`src/rtl/ball_dir_ctrl_pkg.sv`:
```
// Shared types and constants for the ball direction controller:
// FSM state encoding, default playfield limits and LFSR seed/taps.
package ball_dir_ctrl_pkg;

    typedef enum logic [1:0] {
        IDLE  = 2'd0,
        SERVE = 2'd1,
        PLAY  = 2'd2
    } ball_state_t;

    localparam int X_MAX_DEF = 159;
    localparam int Y_MAX_DEF = 119;

    // x^8 + x^6 + x^5 + x^4 + 1 maps to state bits 7, 5, 4, 3.
    localparam logic [7:0] LFSR_SEED = 8'hA5;
    localparam logic [7:0] LFSR_TAPS = 8'hB8;

endpackage

```
`src/rtl/ball_dir_ctrl_if.sv`:
```
// Bundle of game-control inputs and direction/bounce outputs between the
// ball direction controller (slave) and its surrounding game logic (master).
interface ball_dir_ctrl_if;

    logic        tick;
    logic        run;
    logic [7:0]  x;
    logic [7:0]  y;
    logic        dir_x;
    logic        dir_y;
    logic        ball_run;
    logic        bounce;
    logic [15:0] bounce_count;
    logic        beep;

    modport master (
        output tick, run, x, y,
        input  dir_x, dir_y, ball_run, bounce, bounce_count, beep
    );

    modport slave (
        input  tick, run, x, y,
        output dir_x, dir_y, ball_run, bounce, bounce_count, beep
    );

endinterface

```
`src/rtl/ball_lfsr.sv`:
```
// Free-running 8-bit Fibonacci LFSR used to pick the serve direction.
// Seeded non-zero and primitive taps, so it never reaches the all-zero state.
module ball_lfsr
    import ball_dir_ctrl_pkg::*;
(
    input  logic       clk,
    input  logic       reset,
    output logic [7:0] state
);

    logic [7:0] state_reg;
    logic [7:0] state_next;
    logic [7:0] tap_bits;

    genvar gi;
    generate
        for (gi = 0; gi < 8; gi++) begin : g_tap
            assign tap_bits[gi] = state_reg[gi] & LFSR_TAPS[gi];
        end
    endgenerate

    assign state_next = {state_reg[6:0], ^tap_bits};

    always_ff @(posedge clk) begin
        if (reset) begin
            state_reg <= LFSR_SEED;
        end else begin
            state_reg <= state_next;
        end
    end

    assign state = state_reg;

endmodule

```
`src/rtl/ball_dir_ctrl.sv`:
```
// Ball direction controller: IDLE/SERVE/PLAY sequencing, wall bounce detection
// and bounce counting. Define BALL_BEEP_EN to build the tick-timed beep output.
module ball_dir_ctrl
    import ball_dir_ctrl_pkg::*;
#(
    parameter int X_MAX       = X_MAX_DEF,
    parameter int Y_MAX       = Y_MAX_DEF,
    parameter int SERVE_TICKS = 30,
    parameter int BEEP_TICKS  = 4
) (
    input  logic           clk,
    input  logic           reset,
    ball_dir_ctrl_if.slave bus
);

    localparam int                   SERVE_W    = $clog2(SERVE_TICKS + 1);
    localparam logic [SERVE_W-1:0]   SERVE_LAST = SERVE_W'(SERVE_TICKS - 1);
    localparam logic [7:0]           X_LIM      = 8'(X_MAX);
    localparam logic [7:0]           Y_LIM      = 8'(Y_MAX);

    ball_state_t        state_reg;
    ball_state_t        state_next;
    logic [SERVE_W-1:0] serve_cnt_reg;
    logic               dir_x_reg;
    logic               dir_y_reg;
    logic               bounce_reg;
    logic [15:0]        bounce_count_reg;

    logic [7:0]         lfsr_state;
    logic               unused_lfsr_bits;
    logic               serve_done;
    logic               wall_en;
    logic               ball_run;
    logic               flip_x;
    logic               flip_y;
    logic               bounce_event;

    ball_lfsr u_lfsr (
        .clk   (clk),
        .reset (reset),
        .state (lfsr_state)
    );

    assign unused_lfsr_bits = ^lfsr_state[7:2];

    assign serve_done = (state_reg == SERVE) && bus.run && bus.tick
                        && (serve_cnt_reg == SERVE_LAST);

    always_ff @(posedge clk) begin
        if (reset) begin
            state_reg <= IDLE;
        end else begin
            state_reg <= state_next;
        end
    end

    always_comb begin
        state_next = state_reg;
        case (state_reg)
            IDLE:    if (bus.run) state_next = SERVE;
            SERVE:   if (serve_done) state_next = PLAY;
            PLAY:    state_next = PLAY;
            default: state_next = IDLE;
        endcase
        if (!bus.run) begin
            state_next = IDLE;
        end
    end

    // Walls are only live while playing and not being dropped out by run=0.
    always_comb begin
        ball_run = 1'b0;
        wall_en  = 1'b0;
        if (state_reg == PLAY) begin
            ball_run = 1'b1;
            wall_en  = bus.run;
        end
    end

    // x > LIM catches underflow wrap while travelling left.
    assign flip_x = wall_en && (dir_x_reg ? (bus.x == X_LIM)
                                          : ((bus.x == 8'd0) || (bus.x > X_LIM)));
    assign flip_y = wall_en && (dir_y_reg ? (bus.y == Y_LIM)
                                          : ((bus.y == 8'd0) || (bus.y > Y_LIM)));
    assign bounce_event = flip_x | flip_y;

    always_ff @(posedge clk) begin
        if (reset) begin
            serve_cnt_reg    <= '0;
            dir_x_reg        <= 1'b1;
            dir_y_reg        <= 1'b1;
            bounce_reg       <= 1'b0;
            bounce_count_reg <= 16'd0;
        end else begin
            if (state_reg != SERVE) begin
                serve_cnt_reg <= '0;
            end else if (bus.tick) begin
                serve_cnt_reg <= serve_cnt_reg + SERVE_W'(1);
            end

            if (serve_done) begin
                dir_x_reg <= lfsr_state[0];
                dir_y_reg <= lfsr_state[1];
            end else begin
                if (flip_x) dir_x_reg <= ~dir_x_reg;
                if (flip_y) dir_y_reg <= ~dir_y_reg;
            end

            bounce_reg <= bounce_event;
            if (bounce_event && (bounce_count_reg != 16'hFFFF)) begin
                bounce_count_reg <= bounce_count_reg + 16'd1;
            end
        end
    end

    assign bus.dir_x        = dir_x_reg;
    assign bus.dir_y        = dir_y_reg;
    assign bus.ball_run     = ball_run;
    assign bus.bounce       = bounce_reg;
    assign bus.bounce_count = bounce_count_reg;

`ifdef BALL_BEEP_EN
    localparam int BEEP_W = $clog2(BEEP_TICKS + 1);

    logic [BEEP_W-1:0] beep_cnt_reg;

    // A fresh bounce reloads the full duration even if a beep is running.
    always_ff @(posedge clk) begin
        if (reset) begin
            beep_cnt_reg <= '0;
        end else if (bounce_event) begin
            beep_cnt_reg <= BEEP_W'(BEEP_TICKS);
        end else if (bus.tick && (beep_cnt_reg != '0)) begin
            beep_cnt_reg <= beep_cnt_reg - BEEP_W'(1);
        end
    end

    assign bus.beep = (beep_cnt_reg != '0);
`else
    localparam int unused_beep_ticks = BEEP_TICKS;

    assign bus.beep = 1'b0;
`endif

endmodule

```
`src/flat_wrapper.sv`:
```
// flat-port wrapper written by rule: the top's interface ports become plain ports
module ball_dir_ctrl_flat import ball_dir_ctrl_pkg::*;
#(
    parameter int X_MAX       = X_MAX_DEF,
    parameter int Y_MAX       = Y_MAX_DEF,
    parameter int SERVE_TICKS = 30,
    parameter int BEEP_TICKS  = 4
)
  (clk, reset, bus_tick, bus_run, bus_x, bus_y, bus_dir_x, bus_dir_y, bus_ball_run, bus_bounce, bus_bounce_count, bus_beep);
  ball_dir_ctrl_if bus_i ();
  input  logic clk;
  input  logic reset;
  input wire logic [$bits(bus_i.tick)-1:0] bus_tick;
  input wire logic [$bits(bus_i.run)-1:0] bus_run;
  input wire logic [$bits(bus_i.x)-1:0] bus_x;
  input wire logic [$bits(bus_i.y)-1:0] bus_y;
  output wire logic [$bits(bus_i.dir_x)-1:0] bus_dir_x;
  output wire logic [$bits(bus_i.dir_y)-1:0] bus_dir_y;
  output wire logic [$bits(bus_i.ball_run)-1:0] bus_ball_run;
  output wire logic [$bits(bus_i.bounce)-1:0] bus_bounce;
  output wire logic [$bits(bus_i.bounce_count)-1:0] bus_bounce_count;
  output wire logic [$bits(bus_i.beep)-1:0] bus_beep;
  assign bus_i.tick = bus_tick;
  assign bus_i.run = bus_run;
  assign bus_i.x = bus_x;
  assign bus_i.y = bus_y;
  assign bus_dir_x = bus_i.dir_x;
  assign bus_dir_y = bus_i.dir_y;
  assign bus_ball_run = bus_i.ball_run;
  assign bus_bounce = bus_i.bounce;
  assign bus_bounce_count = bus_i.bounce_count;
  assign bus_beep = bus_i.beep;
  ball_dir_ctrl #(.X_MAX(X_MAX), .Y_MAX(Y_MAX), .SERVE_TICKS(SERVE_TICKS), .BEEP_TICKS(BEEP_TICKS)) u_core (.clk(clk), .reset(reset), .bus(bus_i));
endmodule
```
`config.mk`:
```
export PLATFORM = sky130hd
export DESIGN_NAME = ball_dir_ctrl_flat
export DESIGN_NICKNAME = d
export VERILOG_FILES = /design/src/rtl/ball_dir_ctrl_pkg.sv /design/src/rtl/ball_dir_ctrl_if.sv /design/src/rtl/ball_lfsr.sv /design/src/rtl/ball_dir_ctrl.sv /design/src/flat_wrapper.sv
export SDC_FILE = /design/constraint.sdc
export NUM_CORES = 1
export LEC_CHECK = 0
export ABC_AREA = 1
export BUFFER_PORTS_ARGS = -buffer_cell sky130_fd_sc_hd__buf_2
export CAP_MARGIN = 10
export CORE_ASPECT_RATIO = 0.6
export CORE_MARGIN = 2
export CORE_UTILIZATION = 30
export DETAILED_ROUTE_END_ITERATION = 8
export PLACE_DENSITY = 0.57
export SYNTH_ARGS = -nofsm -noshare
export SYNTH_HDL_FRONTEND = slang
export SYNTH_SLANG_ARGS = --single-unit
```
`constraint.sdc`:
```
create_clock -name clk -period 2.05 [get_ports clk]
set_clock_uncertainty 0.15 [all_clocks]
set_input_delay 0.41 -clock clk [delete_from_list [all_inputs] [get_ports clk]]
set_output_delay 0.41 -clock clk [all_outputs]
set_load 0.05 [all_outputs]
```
Word-level counts from Yosys, hierarchy flattened
Cells that the tools add are included.
{"block": "op_classes", "n_addsub": 2, "magnitude_cmp": 2, "eq_ne": 8, "muxes": 10, "bitwise_logic": 4, "reduce_logical": 16}
{"operator": "16-bit by 1-bit adder with 16-bit output (second input constant)", "count": 1}
{"operator": "8-bit logical NOT", "count": 2}
{"operator": "16-bit inequality test (second input constant)", "count": 1}
{"operator": "8-bit by 7-bit == test with 1-bit output (second input constant)", "count": 1}
{"operator": "8-bit == test (second input constant)", "count": 1}
{"operator": "8-bit by 7-bit greater-than comparator with 1-bit output (second input constant)", "count": 1}
{"operator": "8-bit greater-than comparator (second input constant)", "count": 1}
{"operator": "1-bit two-way mux", "count": 8}
{"operator": "8-bit parity", "count": 1}
{"operator": "1-bit logical AND", "count": 6}
{"operator": "2-bit case mux with 3 select lines", "count": 1}
{"operator": "5-bit by 1-bit adder with 5-bit output (second input constant)", "count": 1}
{"operator": "5-bit == test (second input constant)", "count": 1}
{"operator": "2-bit by 1-bit inequality test with 1-bit output (second input constant)", "count": 2}
{"operator": "2-bit nonzero test", "count": 2}
{"operator": "2-bit OR reduction", "count": 2}
{"operator": "1-bit NOT", "count": 3}
{"operator": "2-bit by 1-bit == test with 1-bit output (second input constant)", "count": 1}
{"operator": "2-bit == test (second input constant)", "count": 1}
{"operator": "2-bit logical NOT", "count": 1}
{"operator": "1-bit logical OR", "count": 2}
{"operator": "2-bit two-way mux", "count": 1}
{"operator": "1-bit OR", "count": 1}
{"block": "totals", "reg_bits": 34, "inputBits": 20, "out_inout_bits": 21, "elab_cells": 49}

Depth between registers and ports, before layout
Gate-level depths: netlist (run 1).
{"block": "depth", "ltp_word": 6, "ltp_mapped": 11, "mapped_depth_nobuf": 10}

Hierarchy
From an unflattened synthesis (run 1), not the netlist that was laid out.
{"block": "unflattened", "hier_cells": 299, "hier_area_um2": 2023.2}
{"module": "ball_dir_ctrl", "n_inst": 1, "cells_per_inst": 255, "area_per_inst_um2": 1695.4, "seq_area_each_um2": 520.5}
{"module": "ball_lfsr", "n_inst": 1, "cells_per_inst": 44, "area_per_inst_um2": 327.8, "seq_area_each_um2": 160.2}

Least setup slack after synthesis (run 1)
Ideal clock, no wire load.
{"block": "synth_timing", "path_kind": "flip-flop to flip-flop", "startpoint": "register u_core.state_reg[0]", "endpoint": "register u_core.bounce_count_reg[0] (netlist: u_core.bus.bounce_count[0])", "setup_time_ns": 0.070, "t_arrival_ns": 1.787, "required_time_ns": 1.830, "setup_slack_ns": 0.043, "path_stages_with_launch": 10, "path_buffers": 1, "synth_period_minus_slack_ns": 2.007, "path_cell_list": "dfxtp_1 > inv_1 > ha_1 > nand2_1 > nor2_1 > nand2_1 > nand2_2 > buf_2 > nand3_1 > a21oi_2"}
{"block": "synth_between", "elab_chain_cells": 5, "elab_cells_between_ends": 6, "cone_classes": "eq/ne (1); mux (1); bitwise (1); reduce/logical (3)"}
{"item": "start, declared", "line": "ball_dir_ctrl.sv:21", "rtl": "ball_state_t state_reg;"}
{"item": "start signal, assigned", "line": "ball_dir_ctrl.sv:53", "rtl": "state_reg <= state_next;"}
{"item": "2-bit == test *", "line": "ball_dir_ctrl.sv:74", "rtl": "if (state_reg == PLAY) begin"}
{"item": "1-bit two-way mux *", "line": "ball_dir_ctrl.sv:74"}
{"item": "1-bit logical AND, on equally long branches", "line": "ball_dir_ctrl.sv:81, ball_dir_ctrl.sv:83"}
{"item": "1-bit OR *", "line": "ball_dir_ctrl.sv:85", "rtl": "assign bounce_event = flip_x | flip_y;"}
{"item": "1-bit logical AND *", "line": "ball_dir_ctrl.sv:110", "rtl": "if (bounce_event && (bounce_count_reg != 16'hFFFF)) begin"}
{"item": "end signal, assigned", "line": "ball_dir_ctrl.sv:111", "rtl": "bounce_count_reg <= bounce_count_reg + 16'd1;"}
{"item": "end, declared", "line": "ball_dir_ctrl.sv:27", "rtl": "logic [15:0] bounce_count_reg;"}
Every way passes the cells marked *; elsewhere a longest branch is shown, timed or not.
A chain may end at the register's enable or synchronous reset.

Worst setup path in the final report (run 1)
{"block": "layout_timing", "startpoint": "register u_core.state_reg[0]", "endpoint": "register u_core.bounce_count_reg[11] (netlist: u_core.bus.bounce_count[11])"}
Same word-level chain as after synthesis.

==> results of run 1 <==
-- worst paths after layout --
| kind | cells past startpoint | to |
|---|---|---|
| worst min register to register | 1 | u_core.u_lfsr.state[7]$_SDFF_PP1_ |
| worst min-delay path | 2 | u_core.serve_cnt_reg[1]$_SDFFE_PP0P_ |
| worst max-delay path | 9 | u_core.bus.bounce_count[11]$_SDFFE_PP0P_ |
| worst max register to register | 9 | u_core.bus.bounce_count[11]$_SDFFE_PP0P_ |
-- area by class of cell --
| cell class | count | area [µm²] |
|---|---|---|
| inverters | 33 | 124 |
| fillers | 647 | 3740 |
| clock buffers | 7 | 76.3 |
| multi-input cells | 204 | 1070 |
| repair buffers | 54 | 308 |
| well taps | 84 | 105 |
| clock inverters | 1 | 30.0 |
| flip-flops and latches | 34 | 681 |
-- power by group through the flow --
stage	Clock (µW)	Combinational, µW	Sequential [µW]
2_1_floorplan	0	67.8	701
3_3_place_gp	0	105	701
3_5_place_dp	0	107	701
4_1_cts	624	107	686
5_1_grt	652	119	688
6_report	603	106	686
-- routing by layer --
metal  vias up  GRT usage, %  wire, µm
li1        987             -         -
met1       788          20.1      2400
met2        50          18.0      1610
met3         4          4.14       393
met4         0          4.38        62
met5         -             0         0
-- synthesized netlist by cell type, drive strengths merged --
| master | count | area (µm²) |
|---|---|---|
| nand2 | 73 | 287 |
| nand3b | 2 | 15.0 |
| nor3 | 10 | 55.1 |
| and2 | 3 | 18.8 |
| a21oi | 22 | 148 |
| xor2 | 5 | 43.8 |
| dfxtp | 34 | 681 |
| a211oi | 1 | 7.51 |
| inv | 33 | 124 |
| nor2 | 35 | 141 |
| buf | 5 | 32.5 |
| conb | 1 | 3.75 |
| clkbuf | 2 | 7.51 |
| nand3 | 29 | 158 |
| nor3b | 1 | 7.51 |
| ha | 6 | 75.1 |
| o211ai | 1 | 7.51 |
| xnor2 | 7 | 61.3 |
| nand4 | 2 | 12.5 |
| a31oi | 1 | 6.26 |
| or2 | 2 | 12.5 |
| o21ai | 3 | 15.0 |
-- worst reg2reg max path: cells and delay by family (launching register included) --
family / cells / cell delay [ps]
AOI/OAI and AO/OA: 1 / 150
DFF: 1 / 320
buffers and inverters: 2 / 300
adders and majority gates: 1 / 180
and+or+nand+nor: 5 / 660
-- layout by cell type (no fill, tap or decap), types with 2 or more instances in the layout --
master,netlist,routed
xnor2_1,7,7
buf_4,1,15
and2_1,3,3
clkbuf_8,0,5
nor3_1,9,9
nand3_1,28,28
buf_2,2,39
inv_1,33,33
o21ai_0,3,3
ha_1,6,6
nand2_1,70,70
nand4_1,2,2
dfxtp_1,34,34
or2_2,2,2
nand2_2,2,2
clkbuf_1,2,2
xor2_1,5,5
a21oi_2,10,10
nand3b_1,2,2
a21oi_1,12,12
nor2_1,33,33
-- kinds of logic after synthesis --
family                   after synthesis  share of synthesized area [%]
other                                  1                          0.195
AND/OR/NAND/NOR                      157                           36.8
XOR/XNOR                              12                           5.48
adder cells (fa/ha/maj)                6                           3.91
flip-flops                            34                           35.5
buffers and inverters                 40                           8.54
AO/OA/AOI/OAI                         28                           9.58
-- stage by stage --
step | utilization [%] | hold WS [ps] | area (µm²) | setup WS, ps
6_report | 39.1 | 243 | 2400 | 232
5_1_grt | 39.1 | 245 | 2400 | 74.0
4_1_cts | 39.1 | 228 | 2400 | 241
3_5_place_dp | 37.3 | 253 | 2290 | 187
3_3_place_gp | 37.3 | 242 | 2290 | 204
2_1_floorplan | - | 238 | 1920 | 43.2
==> results.yml, run 1 <==
status:
  status: "finished clean"
floorplanning:
  ios: 41
  initial_core_util_pct: 31.3
  rows: 22
  core_area_um2: 6140
  fp.dieW_um: 107
  dieArea_um2: 7070
  die_h_um: 66.0
timing:
  finalSetupViolations: 0
  rsz0062_at_grt: "no"
  report.final.slew_viol_count: 0
  final.setup.tns_ps: 0
  min_period_over_period_pct: 88.7
  period_minus_slack_ps: 1820
  hold_violations: 0
  fmax_mhz: 550
clock_tree:
  path_clk_slew_ps: 70
  hold_buffers: 0
  htree_levels: 2
  worstSkewPairLatency_ps: 290
  cts_resized: 0
  cts_tree: "yes"
  numCtsBuffers: 5
  cts-root-buf: "clkbuf_8"
  postCtsSetupBuffers: 0
  cts_sinks: 34
  cts_buffer_depth: 2
routing:
  vias_per_cell: 4.39
  drtIter0Drc: 121
  drc: 0
  drtAntennaViolNets: 0
  routedWlPerCell_um: 10.7
  drtPass1Iterations: 4
  num_vias: 1829
  wl_um: 4470
hold_path:
  hold_path.class: "primary input to flop"
  hp-start: "bus_tick"
worst_setup_path:
  max_stage_delay_ps: 320
  cpMaxStageDelayCell: "dfxtp_1"
  path_buf_inv: 2
  crit_required_ps: 2120
  r2r_slack_ps: 230
  setup.worst_path.start_class: "flop"
  crit_top_cell: "nand2_1"
  crit_start: "u_core.state_reg[0]$_SDFFE_PP0P_"
  path_cells: "inv_1, ha_1, nand2_1, nor2_1, nand2_1, nand2_2, buf_4, nand3_1, a21oi_2"
  endpoint_kind: "flop"
  cp.arrival_ps: 1890
  timing.rr.start: "u_core.state_reg[0]$_SDFFE_PP0P_"
  crit_family: "simple AND/OR/NAND/NOR gates"
  path_max_fanout: 10
  path_class: "flop to flop"
synthesis:
  synth_area_per_cell_um2: 6.90
  syn-instance-count: 278
  synthDistinctLibCells: 32
  ys_seq_area_share_pct: 35.5
  syn-num-nets: 304
  yosysWarnings: 0
  netlist_area_um2: 1920
  ys_ff_latch: 34
pwr:
  net-switching-power_uw: 314
  p_per_area_nw_per_um2: 582
  p_sw_share_pct: 22.5
  leakagePower_uw: 0.00108
  clockPowerShare_pct: 43.2
  comb_power_share_pct: 7.6
  p_total_uw: 1400
  peakVddDrop_mv: 0.345
  pwr-share-seq_pct: 49.2
  internal_power_uw: 1080
placed_design:
  port_buffers: 39
  gp_congestion: 0.828
  hpwl_um: 3460
  place_inst: 409
finish:
  largest_reg_flops: 16
  area_growth_pct: 25.0
  stdcell_count: 417
  final_nets: 358
  num_antenna_cells: 0
  layout-drive-gt1-share_pct: 23.7
global_route:
  grt_max_degree: 25
  grt_overflow: 0
  antenna_found_initial: 0
  grt_pass1_wl_um: 7510
  grt_usage_pct: 13.5
  grt_pass1_vias: 1654
job:
  cap_violations: 0
No activity file was read; power rests on OpenSTA's default activity.
==> run 2: changes to the inputs <==
--- a/config.mk
+++ b/config.mk
@@ -8,11 +8,14 @@
 export ABC_AREA = 1
 export BUFFER_PORTS_ARGS = -buffer_cell sky130_fd_sc_hd__buf_2
 export CAP_MARGIN = 10
-export CORE_ASPECT_RATIO = 0.6
+export CELL_PAD_IN_SITES_DETAIL_PLACEMENT = 1
+export CELL_PAD_IN_SITES_GLOBAL_PLACEMENT = 1
+export CORE_ASPECT_RATIO = 1.4
 export CORE_MARGIN = 2
 export CORE_UTILIZATION = 30
 export DETAILED_ROUTE_END_ITERATION = 8
-export PLACE_DENSITY = 0.57
+export PLACE_DENSITY = 0.73
+export REMOVE_ABC_BUFFERS = 1
 export SYNTH_ARGS = -nofsm -noshare
 export SYNTH_HDL_FRONTEND = slang
 export SYNTH_SLANG_ARGS = --single-unit
==> run 2 against run 1 <==
Setup slack gained 73 ps. Combinational power about the same. Register-to-register slack better by 70 ps. Maximum frequency grew 4.2%. Sequential power is essentially flat. Via count is 5.1% higher. Die area fell by 0.17%. Wire length is 10% higher. Critical path depth fell by 2. Critical endpoint is now u_core.bus.bounce_count[13]$_SDFFE_PP0P_. Largest power group unchanged. Highest routed layer unchanged.
==> results.yml, run 2 (synthesized netlist as in run 1, its figures left out) <==
status:
  status: "finished clean"
floorplanning:
  ios: 41
  core_area_um2: 6210
  rows: 34
  initial_core_util_pct: 30.9
  fp.dieW_um: 71.6
  die_h_um: 98.6
  dieArea_um2: 7060
finish:
  layout_commonest_cell: "nand2_1"
  final_util_pct: 38.3
  largest_reg_flops: 16
  mostFrequentLayoutCells: "nand2_1 (70), buf_2 (39), dfxtp_1 (34), inv_1 (33), nor2_1 (33)"
  final_nets: 357
  num_antenna_cells: 0
  area_growth_pct: 23.9
  layout-drive-gt1-share_pct: 24.1
routing:
  num_vias: 1922
  drtAntennaViolNets: 0
  vias_per_cell: 4.76
  drc: 0
  wl_um: 4920
  drtPass1Iterations: 4
  drtIter0Drc: 35
  routedWlPerCell_um: 12.2
global_route:
  antenna_found_initial: 0
  grt_overflow: 0
  grt_usage_pct: 14.7
  grt_max_degree: 16
  grt_pass1_wl_um: 8540
  grt_pass1_vias: 1963
worst_setup_path:
  max_stage_delay_ps: 400
  r2r_slack_ps: 310
  endpoint_kind: "flop"
  path_buf_inv: 0
  crit_required_ps: 2120
  cpMaxStageDelayCell: "dfxtp_1"
  setup.worst_path.start_class: "flop"
  path_max_fanout: 15
  cp.arrival_ps: 1810
  path_cells: "ha_1, nand2_2, nor2_4, nand3_4, nand2_4, nand2_1, a21oi_2"
  crit_family: "simple AND/OR/NAND/NOR gates"
  path_class: "flop to flop"
placed_design:
  gp_congestion: 0.765
  port_buffers: 39
  hpwl_um: 3940
timing:
  rsz0062_at_grt: "no"
  min_period_over_period_pct: 85.1
  finalSetupViolations: 0
  hold_violations: 0
  report.final.slew_viol_count: 0
  period_minus_slack_ps: 1740
  final.setup.tns_ps: 0
  fmax_mhz: 573
clock_tree:
  postCtsSetupBuffers: 0
  path_clk_slew_ps: 70
  numCtsBuffers: 5
  hold_buffers: 0
  cts_sinks: 34
  cts_resized: 0
  htree_levels: 2
  worstSkewPairLatency_ps: 280
  cts-root-buf: "clkbuf_8"
  cts_tree: "yes"
  cts_buffer_depth: 2
pwr:
  leakagePower_uw: 0.00107
  peakVddDrop_mv: 0.329
  p_per_area_nw_per_um2: 556
job:
  cap_violations: 0
hold_path:
  hold_path.class: "flop to flop"
## run 2: worst paths after layout
check                                                              from                                       end  cells after the start
worst max register to register  u_core.bus.bounce_count[1]$_SDFFE_PP0P_  u_core.bus.bounce_count[13]$_SDFFE_PP0P_                      7
worst min-delay path                  u_core.u_lfsr.state[6]$_SDFF_PP0_         u_core.u_lfsr.state[7]$_SDFF_PP1_                      1
worst max-delay path            u_core.bus.bounce_count[1]$_SDFFE_PP0P_  u_core.bus.bounce_count[13]$_SDFFE_PP0P_                      7
worst min register to register        u_core.u_lfsr.state[6]$_SDFF_PP0_         u_core.u_lfsr.state[7]$_SDFF_PP1_                      1
## run 2: metal layers
metal / part of all wire, % / track usage (%)
met1: 43 / 17.3
met2: 52 / 26.6
met3: 3.3 / 2.25
met4: 1.5 / 5.08
met5: 0 / 0
## run 2: where the power goes
group	switching, µW	internal (µW)	leakage [µW]	total, µW
registers	8.32	678	0.000277	686
logic	67.9	39.7	0.000745	108
clock network	257	270	0.0000472	527
## run 2: per-stage QoR
stage	instances	total power, µW	setup slack, ps	hold WS [ps]	cell area, µm²
floorplan	271	759	56.9	238	1880
global placement	396	805	261	243	2280
detailed placement	396	811	215	249	2280
CTS	404	1340	245	256	2380
global route	404	1380	68.6	265	2380
finish	404	1320	305	261	2380
## run 2: worst register-to-register path, stage by stage, from the launching register on
cell     delay, ps
dfxtp_1        400
ha_1           240
nand2_2        100
nor2_4         140
nand3_4        190
nand2_4        240
nand2_1        100
a21oi_2        120
## run 2: layout make-up
type                    count  area [µm²]
repair buffers             53         313
fillers                   824        3830
flip-flops and latches     34         681
clock buffers               6        82.6
inverters                  33         124
clock inverters             2        12.5
multi-input cells         204        1070
well taps                  72        90.1
==> run 3: changes to the inputs <==
--- a/config.mk
+++ b/config.mk
@@ -15,7 +15,6 @@
 export CORE_UTILIZATION = 30
 export DETAILED_ROUTE_END_ITERATION = 8
 export PLACE_DENSITY = 0.73
-export REMOVE_ABC_BUFFERS = 1
 export SYNTH_ARGS = -nofsm -noshare
 export SYNTH_HDL_FRONTEND = slang
 export SYNTH_SLANG_ARGS = --single-unit
==> run 3 against run 2 <==
Global-route usage rose by 0.97 points. Die area did not move. Critical endpoint is now u_core.bus.bounce_count[6]$_SDFFE_PP0P_. Final cell count fell by 0.99%. Setup slack got worse by 52 ps. Worst hold slack got worse by 29 ps. Sequential power barely moved. Total power barely moved. Count of clock-buffer cells in the layout did not move. First-iteration DRC count rose by 89%. Combinational power barely moved. Largest cell class unchanged.
==> results.yml, run 3 (synthesized netlist as in run 1, its figures left out) <==
floorplanning:
  core_area_um2: 6210
  dieArea_um2: 7060
  rows: 34
  ios: 41
  fp.dieW_um: 71.6
  initial_core_util_pct: 30.9
  die_h_um: 98.6
routing:
  vias_per_cell: 4.87
  routedWlPerCell_um: 12.4
  drc: 0
  drtAntennaViolNets: 0
  drtIter0Drc: 66
  drtPass1Iterations: 3
  wl_um: 4970
  num_vias: 1949
worst_setup_path:
  crit_required_ps: 2130
  setup.worst_path.start_class: "flop"
  path_class: "flop to flop"
  path_max_fanout: 11
  cp.arrival_ps: 1870
  endpoint_kind: "flop"
clock_tree:
  path_clk_slew_ps: 80
  cts_buffer_depth: 2
  postCtsSetupBuffers: 0
  worstSkewPairLatency_ps: 300
  cts_tree: "yes"
  cts-root-buf: "clkbuf_8"
  cts_sinks: 34
  hold_buffers: 0
  htree_levels: 2
  numCtsBuffers: 5
global_route:
  use_met3_pct: 4.09
  grt_overflow: 0
  use_met2_pct: 27.9
  grt_max_degree: 18
  grtUsageMet1_pct: 17.2
  grt_pass1_vias: 2079
  grt_usage_pct: 15.7
  busiest_layer: "met2"
  grt_pass1_wl_um: 8870
  antenna_found_initial: 0
finish:
  mostFrequentLayoutCells: "nand2_1 (70), buf_2 (39), dfxtp_1 (34), inv_1 (33), nor2_1 (33)"
  fin_area_um2: 2340
  layout_commonest_cell: "nand2_1"
  largest_reg_flops: 16
  num_antenna_cells: 0
  layout-drive-gt1-share_pct: 23.2
  stdcell_count: 400
  area_growth_pct: 21.9
  final_nets: 353
pwr:
  p_per_area_nw_per_um2: 564
  peakVddDrop_mv: 0.310
  p_total_uw: 1320
  leakagePower_uw: 0.00105
timing:
  rsz0062_at_grt: "no"
  fmax_mhz: 557
  final.setup.tns_ps: 0
  finalSetupViolations: 0
  period_minus_slack_ps: 1800
  min_period_over_period_pct: 87.6
  hold_violations: 0
  report.final.slew_viol_count: 0
  timing.final.ws_setup_ps: 254
hold_path:
  hold_path.class: "primary input to flop"
placed_design:
  placed_area_um2: 2240
  place_inst: 392
  gp_congestion: 0.814
  port_buffers: 39
  pre_cts_slack_ps: 140
  hpwl_um: 3920
job:
  cap_violations: 0
status:
  status: "finished clean"
==> run 3: what timing repair did <==
| item | in CTS | in global routing |
|---|---|---|
| endpoints found under the hold margin | 0 | 0 |
| setup endpoints to repair | 0 | 4 |
| gates resized for setup | 0 | 1 |
==> run 3: worst paths after layout <==
| path | startpoint | endpoint | slack [ps] | depth (start not counted) |
|---|---|---|---|---|
| worst max register to register | u_core.state_reg[0]$_SDFFE_PP0P_ | u_core.bus.bounce_count[6]$_SDFFE_PP0P_ | 250 | 9 |
| worst max-delay path | u_core.state_reg[0]$_SDFFE_PP0P_ | u_core.bus.bounce_count[6]$_SDFFE_PP0P_ | 250 | 9 |
| worst min register to register | u_core.u_lfsr.state[2]$_SDFF_PP1_ | u_core.u_lfsr.state[3]$_SDFF_PP0_ | 270 | 2 |
| worst min-delay path | reset | u_core.u_lfsr.state[6]$_SDFF_PP0_ | 230 | 2 |
==> run 3: worst max-delay path: stages, from the launching register on <==
cell and delay (ps):
dfxtp_1 320, inv_1 100, ha_1 180, nand2_1 100, nor2_1 150, nand2_1 140, nand2_4 180, buf_4 180
nand3_1 80, a21oi_1 150
==> run 3: routing by layer <==
metal	routed length, µm	share of wire [%]
met5	0	0
met1	2070	42
met2	2550	51
met3	216	4.3
met4	131	2.6
==> run 3: area by class of cell <==
class | count | area (µm²)
fill | 820 | 3870
multi-input combinational | 204 | 1080
sequential | 34 | 681
timing repair buffer | 49 | 270
inverter | 33 | 124
tap | 72 | 90.1
clock buffer | 6 | 82.6
clock inverter | 2 | 12.5
==> run 3: power breakdown <==
part           internal [µW]  switching [µW]  total [µW]  leakage [µW]
combinational           39.4            67.1         106      0.000722
clock                    270             258         528     0.0000472
sequential               678            8.22         686      0.000277
==> run 3: metrics by stage <==
| step | hold WS (ps) | util [%] |
|---|---|---|
| 4_1_cts | 224 | 37.6 |
| 3_5_place_dp | 256 | 36.1 |
| 3_3_place_gp | 247 | 36.1 |
| 5_1_grt | 240 | 37.7 |
| 2_1_floorplan | 238 | - |
| 6_report | 232 | 37.7 |
